## src/rtl/chaos_pkg.sv

```systemverilog
// Shared definitions for the chaotic key path: FSM encoding and Q4.28 constants.
package chaos_pkg;

  localparam logic [2:0] ST_IDLE        = 3'd0;
  localparam logic [2:0] ST_LOAD        = 3'd1;
  localparam logic [2:0] ST_WARMUP      = 3'd2;
  localparam logic [2:0] ST_RUN         = 3'd3;
  localparam logic [2:0] ST_RESYNC_WAIT = 3'd4;

  typedef enum logic [2:0] {
    IDLE        = ST_IDLE,
    LOAD        = ST_LOAD,
    WARMUP      = ST_WARMUP,
    RUN         = ST_RUN,
    RESYNC_WAIT = ST_RESYNC_WAIT
  } seq_state_t;

  // Q4.28 fixed point
  localparam logic [31:0] ONE        = 32'h1000_0000;
  localparam logic [31:0] RESET_SEED = 32'h01F9_7414;

endpackage

```

## src/rtl/key_sequencer.sv

```systemverilog
// Seeds the chaotic generator, runs its warm-up, then serves keys to the cipher
// over valid/ready until the resync period forces a fresh seed.
module key_sequencer
  import chaos_pkg::*;
#(
  parameter int DATA_WIDTH    = 32,
  parameter int WARMUP_CYCLES = 16,
  parameter int RESYNC_PERIOD = 1024,
  parameter int CNT_WIDTH     = 16
) (
  input  logic                  clk,
  input  logic                  rst,
  input  logic                  seed_valid,
  input  logic [DATA_WIDTH-1:0] seed_data,
  output logic                  seed_ready,
  output logic                  key_valid,
  output logic [DATA_WIDTH-1:0] key_data,
  input  logic                  key_ready,
  output logic                  gen_sync_en,
  output logic [DATA_WIDTH-1:0] gen_sync_state,
  output logic                  gen_next_key_en,
  input  logic [DATA_WIDTH-1:0] gen_key_in,
  output logic                  resync_req,
  output logic                  busy,
  output logic [CNT_WIDTH-1:0]  keys_issued
);

  localparam bit HAS_WARMUP = (WARMUP_CYCLES > 0);
  localparam bit HAS_RESYNC = (RESYNC_PERIOD != 0);
  localparam logic [CNT_WIDTH-1:0] WARM_INIT =
    HAS_WARMUP ? CNT_WIDTH'(WARMUP_CYCLES - 1) : '0;
  localparam logic [CNT_WIDTH-1:0] PERIOD = CNT_WIDTH'(RESYNC_PERIOD);

  seq_state_t            state, state_nxt;
  logic [DATA_WIDTH-1:0] seed_q;
  logic [CNT_WIDTH-1:0]  warm_cnt;
  logic                  seed_acc, key_hs, period_hit;

  assign seed_acc       = seed_valid & seed_ready;
  assign key_hs         = key_valid & key_ready;
  assign period_hit     = HAS_RESYNC && ((keys_issued + CNT_WIDTH'(1)) == PERIOD);
  assign gen_sync_state = seed_q;

  always_ff @(posedge clk) begin
    if (rst) state <= IDLE;
    else     state <= state_nxt;
  end

  // A seed arriving in RUN takes priority over a resync triggered by the same handshake.
  always_comb begin
    state_nxt       = state;
    seed_ready      = 1'b0;
    key_valid       = 1'b0;
    key_data        = '0;
    gen_sync_en     = 1'b0;
    gen_next_key_en = 1'b0;
    resync_req      = 1'b0;
    busy            = 1'b0;
    case (state)
      IDLE: begin
        seed_ready = 1'b1;
        if (seed_valid) state_nxt = LOAD;
      end
      LOAD: begin
        busy        = 1'b1;
        gen_sync_en = 1'b1;
        state_nxt   = HAS_WARMUP ? WARMUP : RUN;
      end
      WARMUP: begin
        busy            = 1'b1;
        gen_next_key_en = 1'b1;
        if (warm_cnt == '0) state_nxt = RUN;
      end
      RUN: begin
        seed_ready      = 1'b1;
        key_valid       = 1'b1;
        key_data        = gen_key_in;
        gen_next_key_en = key_ready;
        if (seed_valid)                    state_nxt = LOAD;
        else if (key_ready && period_hit)  state_nxt = RESYNC_WAIT;
      end
      RESYNC_WAIT: begin
        seed_ready = 1'b1;
        resync_req = 1'b1;
        if (seed_valid) state_nxt = LOAD;
      end
      default: state_nxt = IDLE;
    endcase
  end

  always_ff @(posedge clk) begin
    if (rst) begin
      seed_q      <= '0;
      warm_cnt    <= '0;
      keys_issued <= '0;
    end else begin
      if (seed_acc) seed_q <= seed_data;
      if (state == LOAD)                            warm_cnt <= WARM_INIT;
      else if (state == WARMUP && warm_cnt != '0)   warm_cnt <= warm_cnt - CNT_WIDTH'(1);
      if (state == LOAD)  keys_issued <= '0;
      else if (key_hs)    keys_issued <= keys_issued + CNT_WIDTH'(1);
    end
  end

endmodule

```

## config.mk

```make
export PLATFORM = sky130hd
export DESIGN_NAME = key_sequencer
export DESIGN_NICKNAME = d
export VERILOG_FILES = /design/src/rtl/chaos_pkg.sv /design/src/rtl/key_sequencer.sv
export SDC_FILE = /design/constraint.sdc
export NUM_CORES = 1
export LEC_CHECK = 0
export CAP_MARGIN = 20
export CORE_MARGIN = 2
export CORE_UTILIZATION = 44
export DETAILED_ROUTE_END_ITERATION = 8
export HOLD_SLACK_MARGIN = 0.1
export PLACE_DENSITY = 0.86
export SYNTH_ARGS = -nofsm -noshare
export SYNTH_HDL_FRONTEND = slang
export SYNTH_SLANG_ARGS = --single-unit
```

## constraint.sdc

```tcl
create_clock -name clk -period 3.51 [get_ports clk]
set_clock_uncertainty 0.1 [all_clocks]
set_input_delay 0.351 -clock clk [delete_from_list [all_inputs] [get_ports clk]]
set_output_delay 0.351 -clock clk [all_outputs]
set_load 0.05 [all_outputs]
```

==> impl_metrics.xml, run 1 <==
<?xml version="1.0" encoding="UTF-8"?>
<metrics>
  <group name="outcome">
    <metric name="status" unit="">finished, final reports clean</metric>
  </group>
  <group name="worst_setup_path">
    <metric name="critical_path.slowest_cell" unit="">clkdlybuf4s50_1</metric>
    <metric name="path_buf_inv" unit="">1</metric>
    <metric name="cp-end-kind" unit="">primary output</metric>
    <metric name="cp.depth" unit="">3</metric>
    <metric name="regToRegStartpoint" unit="">state[0]$_SDFFE_PP0P_</metric>
    <metric name="critPathLaunch" unit="">state[0]$_SDFFE_PP0P_</metric>
    <metric name="crit_path_max_incr_delay" unit="ns">0.84</metric>
    <metric name="crit_path_cell_trace" unit="">and3b_1, or2_2, clkdlybuf4s50_1</metric>
    <metric name="worst_r2r_path_depth" unit="">7</metric>
    <metric name="path_max_fanout" unit="">35</metric>
    <metric name="worstPathArrival" unit="ns">2.70</metric>
    <metric name="startpoint_type" unit="">flip-flop</metric>
    <metric name="cpLargestDelayFamily" unit="">simple AND/OR/NAND/NOR gates</metric>
    <metric name="worstReg2RegEnd" unit="">keys_issued[15]$_SDFFE_PP0P_</metric>
    <metric name="endpoint" unit="">seed_ready</metric>
    <metric name="worst_setup_path_type" unit="">flip-flop to primary output</metric>
    <metric name="ff2ff_setup_slack" unit="ns">0.83</metric>
    <metric name="critPathRequiredTime" unit="ns">3.06</metric>
  </group>
  <group name="timing">
    <metric name="unrepaired_setup_endpoints_after_global_routing" unit="">no</metric>
    <metric name="fmax" unit="GHz">0.317</metric>
    <metric name="slew_headroom" unit="%">43.2</metric>
    <metric name="fin_crit" unit="ns">3.16</metric>
    <metric name="worstMarginPinSlew" unit="ns">0.852</metric>
    <metric name="finalHoldViolations" unit="">0</metric>
    <metric name="setup_viol" unit="">0</metric>
    <metric name="slew_viol_final" unit="">0</metric>
    <metric name="fin_setup_tns" unit="ns">0</metric>
    <metric name="finalCritPeriodShare" unit="%">89.9</metric>
  </group>
  <group name="hold_path">
    <metric name="holdPathStages" unit="">2</metric>
    <metric name="timing.hold.worst.class" unit="">flip-flop to flip-flop</metric>
  </group>
  <group name="global_route">
    <metric name="grt_usage" unit="%">22.8</metric>
    <metric name="grt_first_pass_wirelength" unit="microns">13900</metric>
    <metric name="initial_antenna_violation_count" unit="">0</metric>
    <metric name="grt.overflow.total" unit="">0</metric>
    <metric name="grt_pass1_vias" unit="">3039</metric>
    <metric name="grt_start_max_net_pins" unit="">37</metric>
  </group>
  <group name="power">
    <metric name="sequentialPowerShare" unit="%">37.1</metric>
    <metric name="internal-power" unit="W">0.00152</metric>
    <metric name="netSwitchingPower" unit="W">0.000916</metric>
    <metric name="comb_power_share" unit="%">37.2</metric>
    <metric name="clockPowerShare" unit="%">25.8</metric>
    <metric name="p_sw_share" unit="%">37.6</metric>
    <metric name="peak_vdd_ir" unit="mV">0.256</metric>
    <metric name="power.density_cell_area" unit="nW/um^2">489</metric>
    <metric name="p_leak" unit="nW">1.80</metric>
  </group>
  <group name="clock_network">
    <metric name="cts_hold_buffers" unit="">0</metric>
    <metric name="cts_tree" unit="">yes</metric>
    <metric name="insertion_delay" unit="ns">0.34</metric>
    <metric name="maximum_level_of_the_cts_h_tree" unit="">3</metric>
    <metric name="cts_sink_count" unit="">67</metric>
    <metric name="cts_resized" unit="">0</metric>
    <metric name="cts.repair_timing.setup_buffer_count" unit="">0</metric>
    <metric name="cts_max_path_buffers" unit="">2</metric>
    <metric name="clk_pin_slew" unit="ns">0.08</metric>
    <metric name="cts_root_buffer" unit="">clkbuf_8</metric>
    <metric name="number_of_buffers_added_by_the_clock_tree_synthesis_step" unit="">9</metric>
  </group>
  <group name="layout">
    <metric name="design.final.nets" unit="">621</metric>
    <metric name="drive_gt1_share" unit="%">4.86</metric>
    <metric name="diode_count" unit="">0</metric>
    <metric name="instances_no_fill" unit="">654</metric>
    <metric name="num-fill-cells" unit="">567</metric>
    <metric name="sequential_cell_area" unit="sq um">1340</metric>
    <metric name="multi_input_comb_area" unit="sq um">1730</metric>
    <metric name="area_growth" unit="%">55.6</metric>
  </group>
  <group name="placed_design">
    <metric name="finalWeightedCongestion" unit="">0.887</metric>
    <metric name="buffers_on_ports" unit="">153</metric>
    <metric name="dp.final_hpwl" unit="microns">6900</metric>
    <metric name="place.detailed.instances" unit="">638</metric>
  </group>
  <group name="yosys">
    <metric name="number_of_synthesized_flops_with_an_enable_pin" unit="">0</metric>
    <metric name="post_synth_inst_count" unit="">408</metric>
    <metric name="yosysMostFrequentCell" unit="">nand2_1</metric>
    <metric name="post_synth_main_area_contributors" unit="">dfxtp_1 42%, nand2_1 9.0%, a21oi_1 7.2%</metric>
    <metric name="synth-seq-cells" unit="">67</metric>
    <metric name="yosysUniqueCellTypes" unit="">47</metric>
    <metric name="synth_ff_type" unit="">dfxtp_1</metric>
    <metric name="async_reset_ff_share" unit="%">0</metric>
    <metric name="yosys.area.top_type_share" unit="%">41.9</metric>
    <metric name="synth.avg_cell_area" unit="sq um">7.84</metric>
    <metric name="yosysWarnings" unit="">0</metric>
    <metric name="syn_area" unit="sq um">3200</metric>
    <metric name="synthTopCellsByCount" unit="">77 x nand2_1, 67 x dfxtp_1, 46 x a21oi_1</metric>
    <metric name="yosys.area.top_type" unit="">dfxtp_1</metric>
    <metric name="synth.yosys.seq_area_share" unit="%">41.9</metric>
    <metric name="synthesis.nets" unit="">479</metric>
  </group>
  <group name="detailed_routing">
    <metric name="first_pass_iters" unit="">5</metric>
    <metric name="drt-vias-per-instance" unit="">5.09</metric>
    <metric name="drt_first_iter_violations" unit="">117</metric>
    <metric name="routed-via-count" unit="">3328</metric>
    <metric name="postRouteAntennaNets" unit="">0</metric>
    <metric name="routedWlPerCell" unit="microns">14.3</metric>
    <metric name="wl" unit="microns">9320</metric>
    <metric name="route.detailed.drc" unit="">0</metric>
  </group>
  <group name="die">
    <metric name="num_io_pins" unit="">154</metric>
    <metric name="dieArea" unit="sq um">7970</metric>
    <metric name="starting_utilization_of_the_core_area" unit="%">44.8</metric>
    <metric name="fp.coreArea" unit="sq um">7140</metric>
    <metric name="die_height" unit="microns">89.3</metric>
    <metric name="die_width" unit="microns">89.3</metric>
    <metric name="number_of_core_rows" unit="">31</metric>
  </group>
  <group name="flow_run">
    <metric name="maxCapViolations" unit="">0</metric>
  </group>
</metrics>
## worst min-delay path, cell delays in order (launching register included)
cell and delay, ns:
dfxtp_1 0.31, nand2_1 0.05, a21oi_1 0.05
## power by group through the flow
stage / Combinational (W) / Clock, W / Sequential (W)
after floorplan: 0.000489 / 0 / 0.00104
after global placement: 0.000889 / 0 / 0.000913
after detailed placement: 0.000901 / 0 / 0.000919
after CTS: 0.000908 / 0.000644 / 0.000902
after global routing: 0.000975 / 0.000678 / 0.000913
final: 0.000905 / 0.000627 / 0.000902
## how the worst min path moves through the flow
stage | from | to | slack, ns
6_report | gen_sync_state[22]$_SDFFE_PP0P_ | gen_sync_state[22]$_SDFFE_PP0P_ | 0.35
5_1_grt | gen_sync_state[20]$_SDFFE_PP0P_ | gen_sync_state[20]$_SDFFE_PP0P_ | 0.37
4_1_cts | gen_sync_state[13]$_SDFFE_PP0P_ | gen_sync_state[13]$_SDFFE_PP0P_ | 0.36
3_5_place_dp | gen_sync_state[13]$_SDFFE_PP0P_ | gen_sync_state[13]$_SDFFE_PP0P_ | 0.35
3_3_place_gp | gen_sync_state[18]$_SDFFE_PP0P_ | gen_sync_state[18]$_SDFFE_PP0P_ | 0.34
2_1_floorplan | warm_cnt[15]$_SDFFE_PP0P_ | warm_cnt[15]$_SDFFE_PP0P_ | 0.36
## sequential cells by signal, indices dropped and copies added (netlist names)
name and flops:
gen_sync_state 32, keys_issued 16, state 3, warm_cnt 16
## stage by stage
step                      cell area (sq um)  power (W)  setup WS [ns]  utilization (%)  hold WS (ns)
after floorplan                        3200    0.00153          0.922                -         0.361
after global placement                 4780    0.00180          0.831             67.0         0.341
after detailed placement               4780    0.00182          0.705             67.0         0.345
after CTS                              4970    0.00245          0.322             69.7         0.356
after global routing                   4970    0.00257          0.142             69.7         0.369
final                                  4970    0.00243          0.355             69.7         0.354
## layer usage
layer / part of all wire [%] / wire length, microns / global-route usage [%]
met4: 2.8 / 261 / 9.91
met5: 0 / 0 / 0
met2: 53 / 4910 / 40.8
met3: 5.3 / 494 / 6.00
met1: 39 / 3660 / 25.4
## area by class of cell
cell class	instances	share of cell area, %
well taps	99	2.49
repair buffers	158	31.5
multi-input cells	308	34.7
flip-flops and latches	67	27.0
clock inverters	6	1.31
clock buffers	10	2.57
inverters	6	0.453
## cells in the final DEF, fill, tap and decap left out, types with 2 or more instances in the layout
master	synthesis	layout
buf_4	0	5
nand3_1	8	8
dfxtp_1	67	67
nand2_1	77	77
or4_4	2	2
nor3_1	7	7
clkbuf_8	0	9
nor2_1	40	40
o21ai_0	4	4
nand4_1	8	8
and4_1	2	2
or3_1	5	5
inv_1	6	6
nand4b_1	2	2
nor4_1	3	3
xor2_1	17	17
xnor2_1	13	13
or4_1	2	2
o2111ai_1	2	2
and2_1	34	34
nor2b_1	2	2
a31oi_1	2	2
and3_1	3	3
clkinv_2	0	2
ha_1	3	3
clkdlybuf4s50_1	0	153
nand2b_1	5	5
a21oi_1	46	46
a211oi_1	2	2
## cell families (layout without fill, tap and decap cells)
kind of cell	after synthesis	in the layout	share of synthesized area, %
mux	2	2	0.665
fa+ha+maj	3	3	1.17
simple gates	207	207	31.8
flops	67	67	41.9
compound gates	66	66	12.1
buf+inv	33	180	4.11
xor+xnor	30	30	8.22
Note: power is estimated with default switching activity, not from simulation.
==> run 2, diff against run 1 <==
--- a/config.mk
+++ b/config.mk
@@ -10,7 +10,7 @@
 export CORE_UTILIZATION = 44
 export DETAILED_ROUTE_END_ITERATION = 8
 export HOLD_SLACK_MARGIN = 0.1
-export PLACE_DENSITY = 0.86
+export PLACE_DENSITY = 0.87
 export SYNTH_ARGS = -nofsm -noshare
 export SYNTH_HDL_FRONTEND = slang
 export SYNTH_SLANG_ARGS = --single-unit
==> constraint.sdc (replaced) <==
create_clock -name clk -period 3.51 [get_ports clk]
set_clock_uncertainty 0.1 [all_clocks]
set_input_delay 0.702 -clock clk [delete_from_list [all_inputs] [get_ports clk]]
set_output_delay 0.702 -clock clk [all_outputs]
set_load 0.05 [all_outputs]
==> impl_metrics.xml, run 2 (synthesis gave the netlist of run 1 again) <==
<?xml version="1.0" encoding="UTF-8"?>
<metrics>
  <group name="placed_design">
    <metric name="dp.final_hpwl" unit="microns">6410</metric>
    <metric name="buffers_on_ports" unit="">153</metric>
    <metric name="place_ws" unit="ns">0.395</metric>
    <metric name="finalWeightedCongestion" unit="">0.895</metric>
  </group>
  <group name="power">
    <metric name="sequentialPowerShare" unit="%">37.1</metric>
    <metric name="peak_vdd_ir" unit="mV">0.206</metric>
    <metric name="comb_power_share" unit="%">36.8</metric>
    <metric name="internal-power" unit="W">0.00151</metric>
    <metric name="power.density_cell_area" unit="nW/um^2">492</metric>
    <metric name="netSwitchingPower" unit="W">0.000926</metric>
    <metric name="p_sw_share" unit="%">38.0</metric>
    <metric name="clockPowerShare" unit="%">26.1</metric>
    <metric name="p_leak" unit="nW">1.80</metric>
  </group>
  <group name="clock_network">
    <metric name="cts_tree" unit="">yes</metric>
    <metric name="cts_max_path_buffers" unit="">2</metric>
    <metric name="insertion_delay" unit="ns">0.34</metric>
    <metric name="number_of_buffers_added_by_the_clock_tree_synthesis_step" unit="">9</metric>
    <metric name="cts.repair_timing.setup_buffer_count" unit="">0</metric>
    <metric name="clk_pin_slew" unit="ns">0.07</metric>
    <metric name="cts_root_buffer" unit="">clkbuf_8</metric>
    <metric name="cts_sink_count" unit="">67</metric>
    <metric name="cts_hold_buffers" unit="">0</metric>
    <metric name="maximum_level_of_the_cts_h_tree" unit="">3</metric>
    <metric name="cts_resized" unit="">0</metric>
  </group>
  <group name="global_route">
    <metric name="grt_usage" unit="%">21.2</metric>
    <metric name="grt_start_max_net_pins" unit="">41</metric>
    <metric name="initial_antenna_violation_count" unit="">0</metric>
    <metric name="grt.overflow.total" unit="">0</metric>
    <metric name="grt_most_used_layer" unit="">met2</metric>
    <metric name="met3_use_gr" unit="%">6.46</metric>
    <metric name="globalRouteMet1Util" unit="%">24.4</metric>
    <metric name="grt_pass1_vias" unit="">2960</metric>
    <metric name="gr-usage-met2" unit="%">36.3</metric>
    <metric name="grt_first_pass_wirelength" unit="microns">13200</metric>
  </group>
  <group name="layout">
    <metric name="commonest_cells_after_routing_fill_and_taps_aside" unit="">151 x clkdlybuf4s50_1, 77 x nand2_1, 67 x dfxtp_1, 46 x a21oi_1, 40 x nor2_1</metric>
    <metric name="num-fill-cells" unit="">587</metric>
    <metric name="layout.cells.most_common" unit="">clkdlybuf4s50_1</metric>
    <metric name="flip_flop_count_of_the_largest_register_after_layout" unit="">32</metric>
    <metric name="diode_count" unit="">0</metric>
    <metric name="area_growth" unit="%">55.2</metric>
    <metric name="drive_gt1_share" unit="%">5.05</metric>
    <metric name="design.final.nets" unit="">620</metric>
    <metric name="sequential_cell_area" unit="sq um">1340</metric>
    <metric name="multi_input_comb_area" unit="sq um">1730</metric>
  </group>
  <group name="die">
    <metric name="fp.coreArea" unit="sq um">7140</metric>
    <metric name="number_of_core_rows" unit="">31</metric>
    <metric name="die_width" unit="microns">89.3</metric>
    <metric name="die_height" unit="microns">89.3</metric>
    <metric name="num_io_pins" unit="">154</metric>
    <metric name="dieArea" unit="sq um">7970</metric>
    <metric name="starting_utilization_of_the_core_area" unit="%">44.8</metric>
  </group>
  <group name="worst_setup_path">
    <metric name="critical_path.slowest_cell" unit="">clkdlybuf4s50_1</metric>
    <metric name="path_max_fanout" unit="">40</metric>
    <metric name="crit_path_cell_trace" unit="">and3b_1, buf_4, and2_1, clkdlybuf4s50_1</metric>
    <metric name="critPathRequiredTime" unit="ns">2.71</metric>
    <metric name="cp-end-kind" unit="">primary output</metric>
    <metric name="startpoint_type" unit="">flip-flop</metric>
    <metric name="worstReg2RegEnd" unit="">state[2]$_SDFFE_PP0P_</metric>
    <metric name="regToRegStartpoint" unit="">keys_issued[0]$_SDFFE_PP0P_</metric>
    <metric name="endpoint" unit="">key_data[13]</metric>
    <metric name="crit_path_max_incr_delay" unit="ns">0.81</metric>
    <metric name="worst_r2r_path_depth" unit="">7</metric>
    <metric name="worstPathArrival" unit="ns">2.41</metric>
    <metric name="worst_setup_path_type" unit="">flip-flop to primary output</metric>
    <metric name="critPathLaunch" unit="">state[0]$_SDFFE_PP0P_</metric>
    <metric name="ff2ff_setup_slack" unit="ns">0.96</metric>
  </group>
  <group name="detailed_routing">
    <metric name="route.detailed.drc" unit="">0</metric>
    <metric name="first_pass_iters" unit="">4</metric>
    <metric name="postRouteAntennaNets" unit="">0</metric>
    <metric name="drt_first_iter_violations" unit="">129</metric>
    <metric name="routedWlPerCell" unit="microns">13.4</metric>
    <metric name="routed-via-count" unit="">3258</metric>
    <metric name="wl" unit="microns">8740</metric>
    <metric name="drt-vias-per-instance" unit="">4.99</metric>
  </group>
  <group name="timing">
    <metric name="finalCritPeriodShare" unit="%">91.4</metric>
    <metric name="fmax" unit="GHz">0.312</metric>
    <metric name="finalHoldViolations" unit="">0</metric>
    <metric name="slew_headroom" unit="%">32.4</metric>
    <metric name="slew_viol_final" unit="">0</metric>
    <metric name="unrepaired_setup_endpoints_after_global_routing" unit="">no</metric>
    <metric name="fin_setup_tns" unit="ns">0</metric>
    <metric name="timing.final.ws_setup" unit="ns">0.300</metric>
    <metric name="worstMarginPinSlew" unit="ns">1.01</metric>
    <metric name="fin_worst_hold_slack" unit="ns">0.354</metric>
    <metric name="setup_viol" unit="">0</metric>
    <metric name="fin_crit" unit="ns">3.21</metric>
  </group>
  <group name="outcome">
    <metric name="status" unit="">finished, final reports clean</metric>
  </group>
  <group name="hold_path">
    <metric name="timing.hold.worst.class" unit="">flip-flop to flip-flop</metric>
  </group>
  <group name="flow_run">
    <metric name="maxCapViolations" unit="">0</metric>
  </group>
</metrics>
run 2: cell types whose count changed in the layout (fill, tap and decap cells not counted), sizes merged:
cell / delta
clkdlybuf4s50: -2
buf: +1
run 2: cell type report:
type                    count  share of cell area [%]
clock buffers              10                    2.57
clock inverters             6                    1.31
inverters                   6                   0.454
multi-input cells         308                    34.8
well taps                  99                    2.50
repair buffers            157                    31.4
flip-flops and latches     67                    27.0
run 2: metal layers:
metal  part of all wire [%]  up-vias
li1                       -     1645
met3                    6.3       12
met1                     40     1494
met4                    1.7        0
met2                     52      107
met5                      0        -
run 2: per-stage QoR:
| stage | instances | instance area, sq um | total power (W) | utilization [%] |
|---|---|---|---|---|
| after floorplan | 408 | 3200 | 0.00153 | - |
| after global placement | 637 | 4770 | 0.00179 | 66.8 |
| after detailed placement | 637 | 4770 | 0.00182 | 66.8 |
| after CTS | 653 | 4960 | 0.00245 | 69.5 |
| after global routing | 653 | 4960 | 0.00257 | 69.5 |
| final | 653 | 4960 | 0.00244 | 69.5 |
run 2: worst max-delay path, delay by kind of cell (launching register included):
kind,cells,cell delay [ns]
buf+inv,2,1.10
flops,1,0.52
simple gates,2,0.43
run 2: power groups by stage:
stage          Clock [W]  Combinational [W]  Sequential (W)
6_report        0.000637           0.000898        0.000904
3_5_place_dp           0           0.000899        0.000921
2_1_floorplan          0           0.000489         0.00104
4_1_cts         0.000646           0.000905        0.000903
5_1_grt         0.000681           0.000970        0.000915
3_3_place_gp           0           0.000876        0.000916
run 2: worst min path at each step:
| stage | start | end | cells after the start |
|---|---|---|---|
| after CTS | gen_sync_state[27]$_SDFFE_PP0P_ | gen_sync_state[27]$_SDFFE_PP0P_ | 2 |
| after detailed placement | gen_sync_state[27]$_SDFFE_PP0P_ | gen_sync_state[27]$_SDFFE_PP0P_ | 2 |
| after global routing | gen_sync_state[23]$_SDFFE_PP0P_ | gen_sync_state[23]$_SDFFE_PP0P_ | 2 |
| final | gen_sync_state[27]$_SDFFE_PP0P_ | gen_sync_state[27]$_SDFFE_PP0P_ | 2 |
| after global placement | gen_sync_state[27]$_SDFFE_PP0P_ | gen_sync_state[27]$_SDFFE_PP0P_ | 2 |
| after floorplan | warm_cnt[15]$_SDFFE_PP0P_ | warm_cnt[15]$_SDFFE_PP0P_ | 2 |
==> run 3, diff against run 2 <==
--- a/config.mk
+++ b/config.mk
@@ -6,6 +6,7 @@
 export NUM_CORES = 1
 export LEC_CHECK = 0
 export CAP_MARGIN = 20
+export CORE_ASPECT_RATIO = 1.2
 export CORE_MARGIN = 2
 export CORE_UTILIZATION = 44
 export DETAILED_ROUTE_END_ITERATION = 8
==> impl_metrics.xml, run 3 (synthesis gave the netlist of run 1 again) <==
<?xml version="1.0" encoding="UTF-8"?>
<metrics>
  <group name="timing">
    <metric name="slew_viol_final" unit="">0</metric>
    <metric name="fmax" unit="GHz">0.310</metric>
    <metric name="worstMarginPinSlew" unit="ns">0.549</metric>
    <metric name="finalCritPeriodShare" unit="%">92.0</metric>
    <metric name="fin_setup_tns" unit="ns">0</metric>
    <metric name="setup_viol" unit="">0</metric>
    <metric name="unrepaired_setup_endpoints_after_global_routing" unit="">no</metric>
    <metric name="fin_crit" unit="ns">3.23</metric>
    <metric name="finalHoldViolations" unit="">0</metric>
    <metric name="fin_worst_hold_slack" unit="ns">0.355</metric>
    <metric name="timing.final.ws_setup" unit="ns">0.280</metric>
    <metric name="slew_headroom" unit="%">63.3</metric>
  </group>
  <group name="clock_network">
    <metric name="cts_root_buffer" unit="">clkbuf_8</metric>
    <metric name="clk_pin_slew" unit="ns">0.07</metric>
    <metric name="maximum_level_of_the_cts_h_tree" unit="">3</metric>
    <metric name="cts.repair_timing.setup_buffer_count" unit="">0</metric>
    <metric name="cts_hold_buffers" unit="">0</metric>
    <metric name="number_of_buffers_added_by_the_clock_tree_synthesis_step" unit="">9</metric>
    <metric name="cts_resized" unit="">0</metric>
    <metric name="cts_sink_count" unit="">67</metric>
    <metric name="cts_tree" unit="">yes</metric>
    <metric name="cts_max_path_buffers" unit="">2</metric>
    <metric name="insertion_delay" unit="ns">0.33</metric>
  </group>
  <group name="global_route">
    <metric name="grt_pass1_vias" unit="">3216</metric>
    <metric name="grt_usage" unit="%">22.5</metric>
    <metric name="grt.overflow.total" unit="">0</metric>
    <metric name="grt_first_pass_wirelength" unit="microns">14200</metric>
    <metric name="initial_antenna_violation_count" unit="">0</metric>
    <metric name="grt_start_max_net_pins" unit="">40</metric>
  </group>
  <group name="worst_setup_path">
    <metric name="worstReg2RegEnd" unit="">state[0]$_SDFFE_PP0P_</metric>
    <metric name="critPathLaunch" unit="">state[0]$_SDFFE_PP0P_</metric>
    <metric name="path_max_fanout" unit="">39</metric>
    <metric name="cpLargestDelayFamily" unit="">buffers and inverters</metric>
    <metric name="path_buf_inv" unit="">2</metric>
    <metric name="cp-end-kind" unit="">primary output</metric>
    <metric name="ff2ff_setup_slack" unit="ns">1.00</metric>
    <metric name="worst_r2r_path_depth" unit="">7</metric>
    <metric name="regToRegStartpoint" unit="">keys_issued[1]$_SDFFE_PP0P_</metric>
    <metric name="cp.depth" unit="">4</metric>
    <metric name="critPathRequiredTime" unit="ns">2.71</metric>
    <metric name="worst_setup_path_type" unit="">flip-flop to primary output</metric>
    <metric name="crit_path_max_incr_delay" unit="ns">0.83</metric>
    <metric name="startpoint_type" unit="">flip-flop</metric>
    <metric name="worstPathArrival" unit="ns">2.43</metric>
    <metric name="crit_path_cell_trace" unit="">and3b_1, buf_4, and2_1, clkdlybuf4s50_1</metric>
    <metric name="critical_path.slowest_cell" unit="">clkdlybuf4s50_1</metric>
    <metric name="endpoint" unit="">key_data[12]</metric>
  </group>
  <group name="layout">
    <metric name="diode_count" unit="">0</metric>
    <metric name="sequential_cell_area" unit="sq um">1340</metric>
    <metric name="multi_input_comb_area" unit="sq um">1730</metric>
    <metric name="area_growth" unit="%">55.7</metric>
    <metric name="num-fill-cells" unit="">589</metric>
    <metric name="layout.cells.most_common" unit="">clkdlybuf4s50_1</metric>
    <metric name="flip_flop_count_of_the_largest_register_after_layout" unit="">32</metric>
    <metric name="commonest_cells_after_routing_fill_and_taps_aside" unit="">151 x clkdlybuf4s50_1, 77 x nand2_1, 67 x dfxtp_1, 46 x a21oi_1, 40 x nor2_1</metric>
    <metric name="drive_gt1_share" unit="%">5.41</metric>
    <metric name="design.final.nets" unit="">621</metric>
    <metric name="fin_area" unit="sq um">4980</metric>
  </group>
  <group name="power">
    <metric name="clockPowerShare" unit="%">26.7</metric>
    <metric name="p_sw_share" unit="%">36.7</metric>
    <metric name="internal-power" unit="W">0.00156</metric>
    <metric name="comb_power_share" unit="%">36.5</metric>
    <metric name="p_leak" unit="nW">1.81</metric>
    <metric name="netSwitchingPower" unit="W">0.000904</metric>
    <metric name="peak_vdd_ir" unit="mV">0.308</metric>
    <metric name="sequentialPowerShare" unit="%">36.8</metric>
    <metric name="power.density_cell_area" unit="nW/um^2">494</metric>
  </group>
  <group name="detailed_routing">
    <metric name="route.detailed.drc" unit="">0</metric>
    <metric name="drt-vias-per-instance" unit="">5.12</metric>
    <metric name="wl" unit="microns">8890</metric>
    <metric name="drt_first_iter_violations" unit="">157</metric>
    <metric name="routedWlPerCell" unit="microns">13.8</metric>
    <metric name="routed-via-count" unit="">3300</metric>
    <metric name="postRouteAntennaNets" unit="">0</metric>
    <metric name="first_pass_iters" unit="">4</metric>
  </group>
  <group name="flow_run">
    <metric name="maxCapViolations" unit="">0</metric>
  </group>
  <group name="placed_design">
    <metric name="buffers_on_ports" unit="">153</metric>
    <metric name="dp.final_hpwl" unit="microns">6670</metric>
    <metric name="place_ws" unit="ns">0.563</metric>
    <metric name="finalWeightedCongestion" unit="">0.853</metric>
    <metric name="postPlaceCellArea" unit="sq um">4770</metric>
  </group>
  <group name="die">
    <metric name="dieArea" unit="sq um">7970</metric>
    <metric name="fp.coreArea" unit="sq um">7150</metric>
    <metric name="die_height" unit="microns">97.4</metric>
    <metric name="num_io_pins" unit="">154</metric>
    <metric name="number_of_core_rows" unit="">34</metric>
    <metric name="die_width" unit="microns">81.8</metric>
    <metric name="starting_utilization_of_the_core_area" unit="%">44.7</metric>
  </group>
  <group name="outcome">
    <metric name="status" unit="">finished, final reports clean</metric>
  </group>
  <group name="hold_path">
    <metric name="timing.hold.worst.class" unit="">flip-flop to flip-flop</metric>
  </group>
</metrics>
## run 3: area by class of cell
class | count | area share, %
Tap cell | 90 | 2.26
Multi-Input combinational cell | 308 | 34.7
Sequential cell | 67 | 26.9
Clock inverter | 5 | 1.23
Timing Repair Buffer | 158 | 31.4
Inverter | 6 | 0.452
Clock buffer | 11 | 3.04
## run 3: worst min path at each step
stage | slack (ns) | cells past startpoint | start | end
4_1_cts | 0.36 | 2 | gen_sync_state[29]$_SDFFE_PP0P_ | gen_sync_state[29]$_SDFFE_PP0P_
3_5_place_dp | 0.35 | 2 | gen_sync_state[31]$_SDFFE_PP0P_ | gen_sync_state[31]$_SDFFE_PP0P_
3_3_place_gp | 0.34 | 2 | gen_sync_state[9]$_SDFFE_PP0P_ | gen_sync_state[9]$_SDFFE_PP0P_
6_report | 0.36 | 2 | gen_sync_state[31]$_SDFFE_PP0P_ | gen_sync_state[31]$_SDFFE_PP0P_
5_1_grt | 0.38 | 2 | gen_sync_state[29]$_SDFFE_PP0P_ | gen_sync_state[29]$_SDFFE_PP0P_
2_1_floorplan | 0.36 | 2 | warm_cnt[15]$_SDFFE_PP0P_ | warm_cnt[15]$_SDFFE_PP0P_
## run 3: worst reg2reg max path: stages (launching register included)
cell	delay, ns
dfxtp_1	0.52
ha_1	0.31
nand4_1	0.16
nor4_1	0.41
mux2_2	0.38
a41oi_1	0.28
o311ai_1	0.15
a21oi_1	0.15
## run 3: power groups by stage
stage / clock (W) / sequential, W / combinational [W]
after floorplan: 0 / 0.00104 / 0.000489
after global placement: 0 / 0.000915 / 0.000882
after detailed placement: 0 / 0.000922 / 0.000896
after CTS: 0.000678 / 0.000905 / 0.000902
after global routing: 0.000708 / 0.000917 / 0.000967
final: 0.000656 / 0.000906 / 0.000898
## run 3: stage by stage
step | util (%) | instances | total power, W
2_1_floorplan | - | 408 | 0.00153
3_3_place_gp | 66.7 | 629 | 0.00180
3_5_place_dp | 66.7 | 629 | 0.00182
4_1_cts | 69.7 | 645 | 0.00249
5_1_grt | 69.7 | 645 | 0.00259
6_report | 69.7 | 645 | 0.00246
## run 3: per-layer routing
| metal | GRT usage, % | share of wire [%] | routed length [microns] | vias to the layer above |
|---|---|---|---|---|
| met5 | 0 | 0 | 0 | - |
| li1 | - | - | - | 1647 |
| met3 | 6.51 | 7.2 | 637 | 12 |
| met2 | 39.2 | 52 | 4650 | 155 |
| met1 | 25.3 | 39 | 3460 | 1486 |
| met4 | 8.08 | 1.6 | 145 | 0 |
==> edit (config.mk and constraints of run 2) <==
Put a register stage on the output `resync_req`. The value now appears one clock later. The other outputs are not delayed to match.
--- a/src/rtl/key_sequencer.sv
+++ b/src/rtl/key_sequencer.sv
@@ -31,6 +31,8 @@
     HAS_WARMUP ? CNT_WIDTH'(WARMUP_CYCLES - 1) : '0;
   localparam logic [CNT_WIDTH-1:0] PERIOD = CNT_WIDTH'(RESYNC_PERIOD);
 
+  logic resync_req_d;
+
   seq_state_t            state, state_nxt;
   logic [DATA_WIDTH-1:0] seed_q;
   logic [CNT_WIDTH-1:0]  warm_cnt;
@@ -54,7 +56,7 @@
     key_data        = '0;
     gen_sync_en     = 1'b0;
     gen_next_key_en = 1'b0;
-    resync_req      = 1'b0;
+    resync_req_d    = 1'b0;
     busy            = 1'b0;
     case (state)
       IDLE: begin
@@ -81,7 +83,7 @@
       end
       RESYNC_WAIT: begin
         seed_ready = 1'b1;
-        resync_req = 1'b1;
+        resync_req_d = 1'b1;
         if (seed_valid) state_nxt = LOAD;
       end
       default: state_nxt = IDLE;
@@ -102,5 +104,9 @@
     end
   end
 
+  always_ff @(posedge clk) begin
+    resync_req <= resync_req_d;
+  end
+
 endmodule
 
Formal check against the unedited RTL: same outputs for any inputs over 10 cycles, from zero or initial values and one cycle with rst high; that may be too few to reach the edited logic, so the function may still have changed.
==> edit against run 2 <==
  * Maximum frequency about the same
  * Sequential cell count increased by 1
  * Final area increased by 1.2%
  * Total power increased by 4.4%
  * Sequential share of layout area increased by 0.089 points
  * Routed wire length increased by 3.0%
  * Setup slack about the same
  * Area after synthesis increased by 0.63%
  * Largest power group unchanged
==> edit: results (changes against run 2) <==
Run status
  – Status: finished clean (unchanged)

Pwr
  – Combinational power share: 0.354 (was 0.368)
  – Seq power: 0.917 mW (was 0.904 mW)
  – Internal: 1.64 mW (was 1.51 mW)
  – Max rail drop VDD: 0.000272 V (was 0.000206 V)

Yosys
  – Synth cell count leaders: nand2_1 (77), dfxtp_1 (68), a21oi_1 (46), nor2_1 (40), and2_1 (34) (was nand2_1 (77), dfxtp_1 (67), a21oi_1 (46), nor2_1 (40), and2_1 (34))
  – Synth top area cells: dfxtp_1 (42%), nand2_1 (9.0%), a21oi_1 (7.2%), and2_1 (6.6%), nor2_1 (4.7%) (was dfxtp_1 (42%), nand2_1 (9.0%), a21oi_1 (7.2%), and2_1 (6.7%), nor2_1 (4.7%))
  – Seq/Total Area, Yosys: 0.423 (was 0.419)
  – Syn Nets: 480 (was 479)
  – Mean Syn Cell Area: 7.87 sq um (was 7.84 sq um)

Routing
  – DRT iter0 DRCs: 216 (was 129)
  – Average wire per standard cell: 13.8 microns (was 13.4 microns)
  – Vias per cell: 5.05 (was 4.99)

Global routing
  – Overall global routing resource usage: 0.216 (was 0.212)
  – Global-route wire length before repair: 13.5 mm (was 13.2 mm)
  – Number of global-route vias before repair: 2943 (was 2960)
  – Pin count of the biggest net entering global routing: 39 (was 41)

Placement
  – Detail Placement HPWL: 6.74 mm (was 6.41 mm)
  – Placed inst area: 0.00479 sq mm (was 0.00477 sq mm)
  – Port bufs: 153 (unchanged)

Layout
  – Clock buf/inv share: 0.0454 (was 0.0388)
  – Clk_buf instances: 13 (was 10)
  – Seq area share: 0.271 (was 0.270)
  – Logic inverters: 6 (unchanged)
  – P&R area growth vs syn: 56.0% (was 55.2%)
  – Final-layout fill cell count: 568 (was 587)

CTS
  – Clk_lat worst skew: 0.32 ns (was 0.34 ns)

Timing
  – Slew @ Worst Pin: 1.04 ns (was 1.01 ns)

Critical path
  – Critical-path maximum fanout: 38 (was 40)
-- edit: changes by cell type after synthesis, sizes merged --
| cell | before | now |
|---|---|---|
| dfxtp | 67 | 68 |
-- edit: logic make-up (layout without fill, tap and decap cells) --
| family | count (synthesis) | count (layout) | share of synthesized area |
|---|---|---|---|
| buffers and inverters | 33 | 179 | 0.0408 |
| adders and majority gates | 3 | 3 | 0.0117 |
| muxes | 2 | 2 | 0.00661 |
| DFF | 68 | 68 | 0.423 |
| AOI/OAI and AO/OA | 66 | 66 | 0.120 |
| xor gates and xnor gates | 30 | 30 | 0.0816 |
| and+or+nand+nor | 207 | 207 | 0.316 |
-- edit: per-stage QoR --
step	setup slack, ns	utilization	total power, mW	cells	hold WS [ns]
6_report	0.300	0.700	2.55	654	0.356
2_1_floorplan	0.571	-	1.55	409	0.361
5_1_grt	0.196	0.700	2.67	654	0.367
4_1_cts	0.269	0.700	2.56	654	0.358
3_3_place_gp	0.431	0.668	1.80	638	0.341
3_5_place_dp	0.411	0.668	1.83	638	0.348
-- edit: final timing paths --
| kind | depth (start not counted) | start | endpoint | slack [ns] |
|---|---|---|---|---|
| setup / recovery | 4 | state[0] | key_data[7] | 0.30 |
| hold / removal | 2 | gen_sync_state[5] | gen_sync_state[5] | 0.36 |
| setup reg to reg | 7 | keys_issued[0] | state[2] | 0.92 |
| hold reg to reg | 2 | gen_sync_state[5] | gen_sync_state[5] | 0.36 |
-- edit: layer usage --
metal,routed length [microns],vias up,GRT usage
li1,-,1642,-
met1,3510,1527,0.247
met2,4770,120,0.389
met3,586,12,0.0554
met4,142,0,0.0733
met5,0,-,0
-- edit: worst min-delay path, delay by kind of cell (launching register included) --
family | cells | cell delay [ns]
DFF | 1 | 0.31
AOI/OAI and AO/OA | 1 | 0.05
and+or+nand+nor | 1 | 0.05
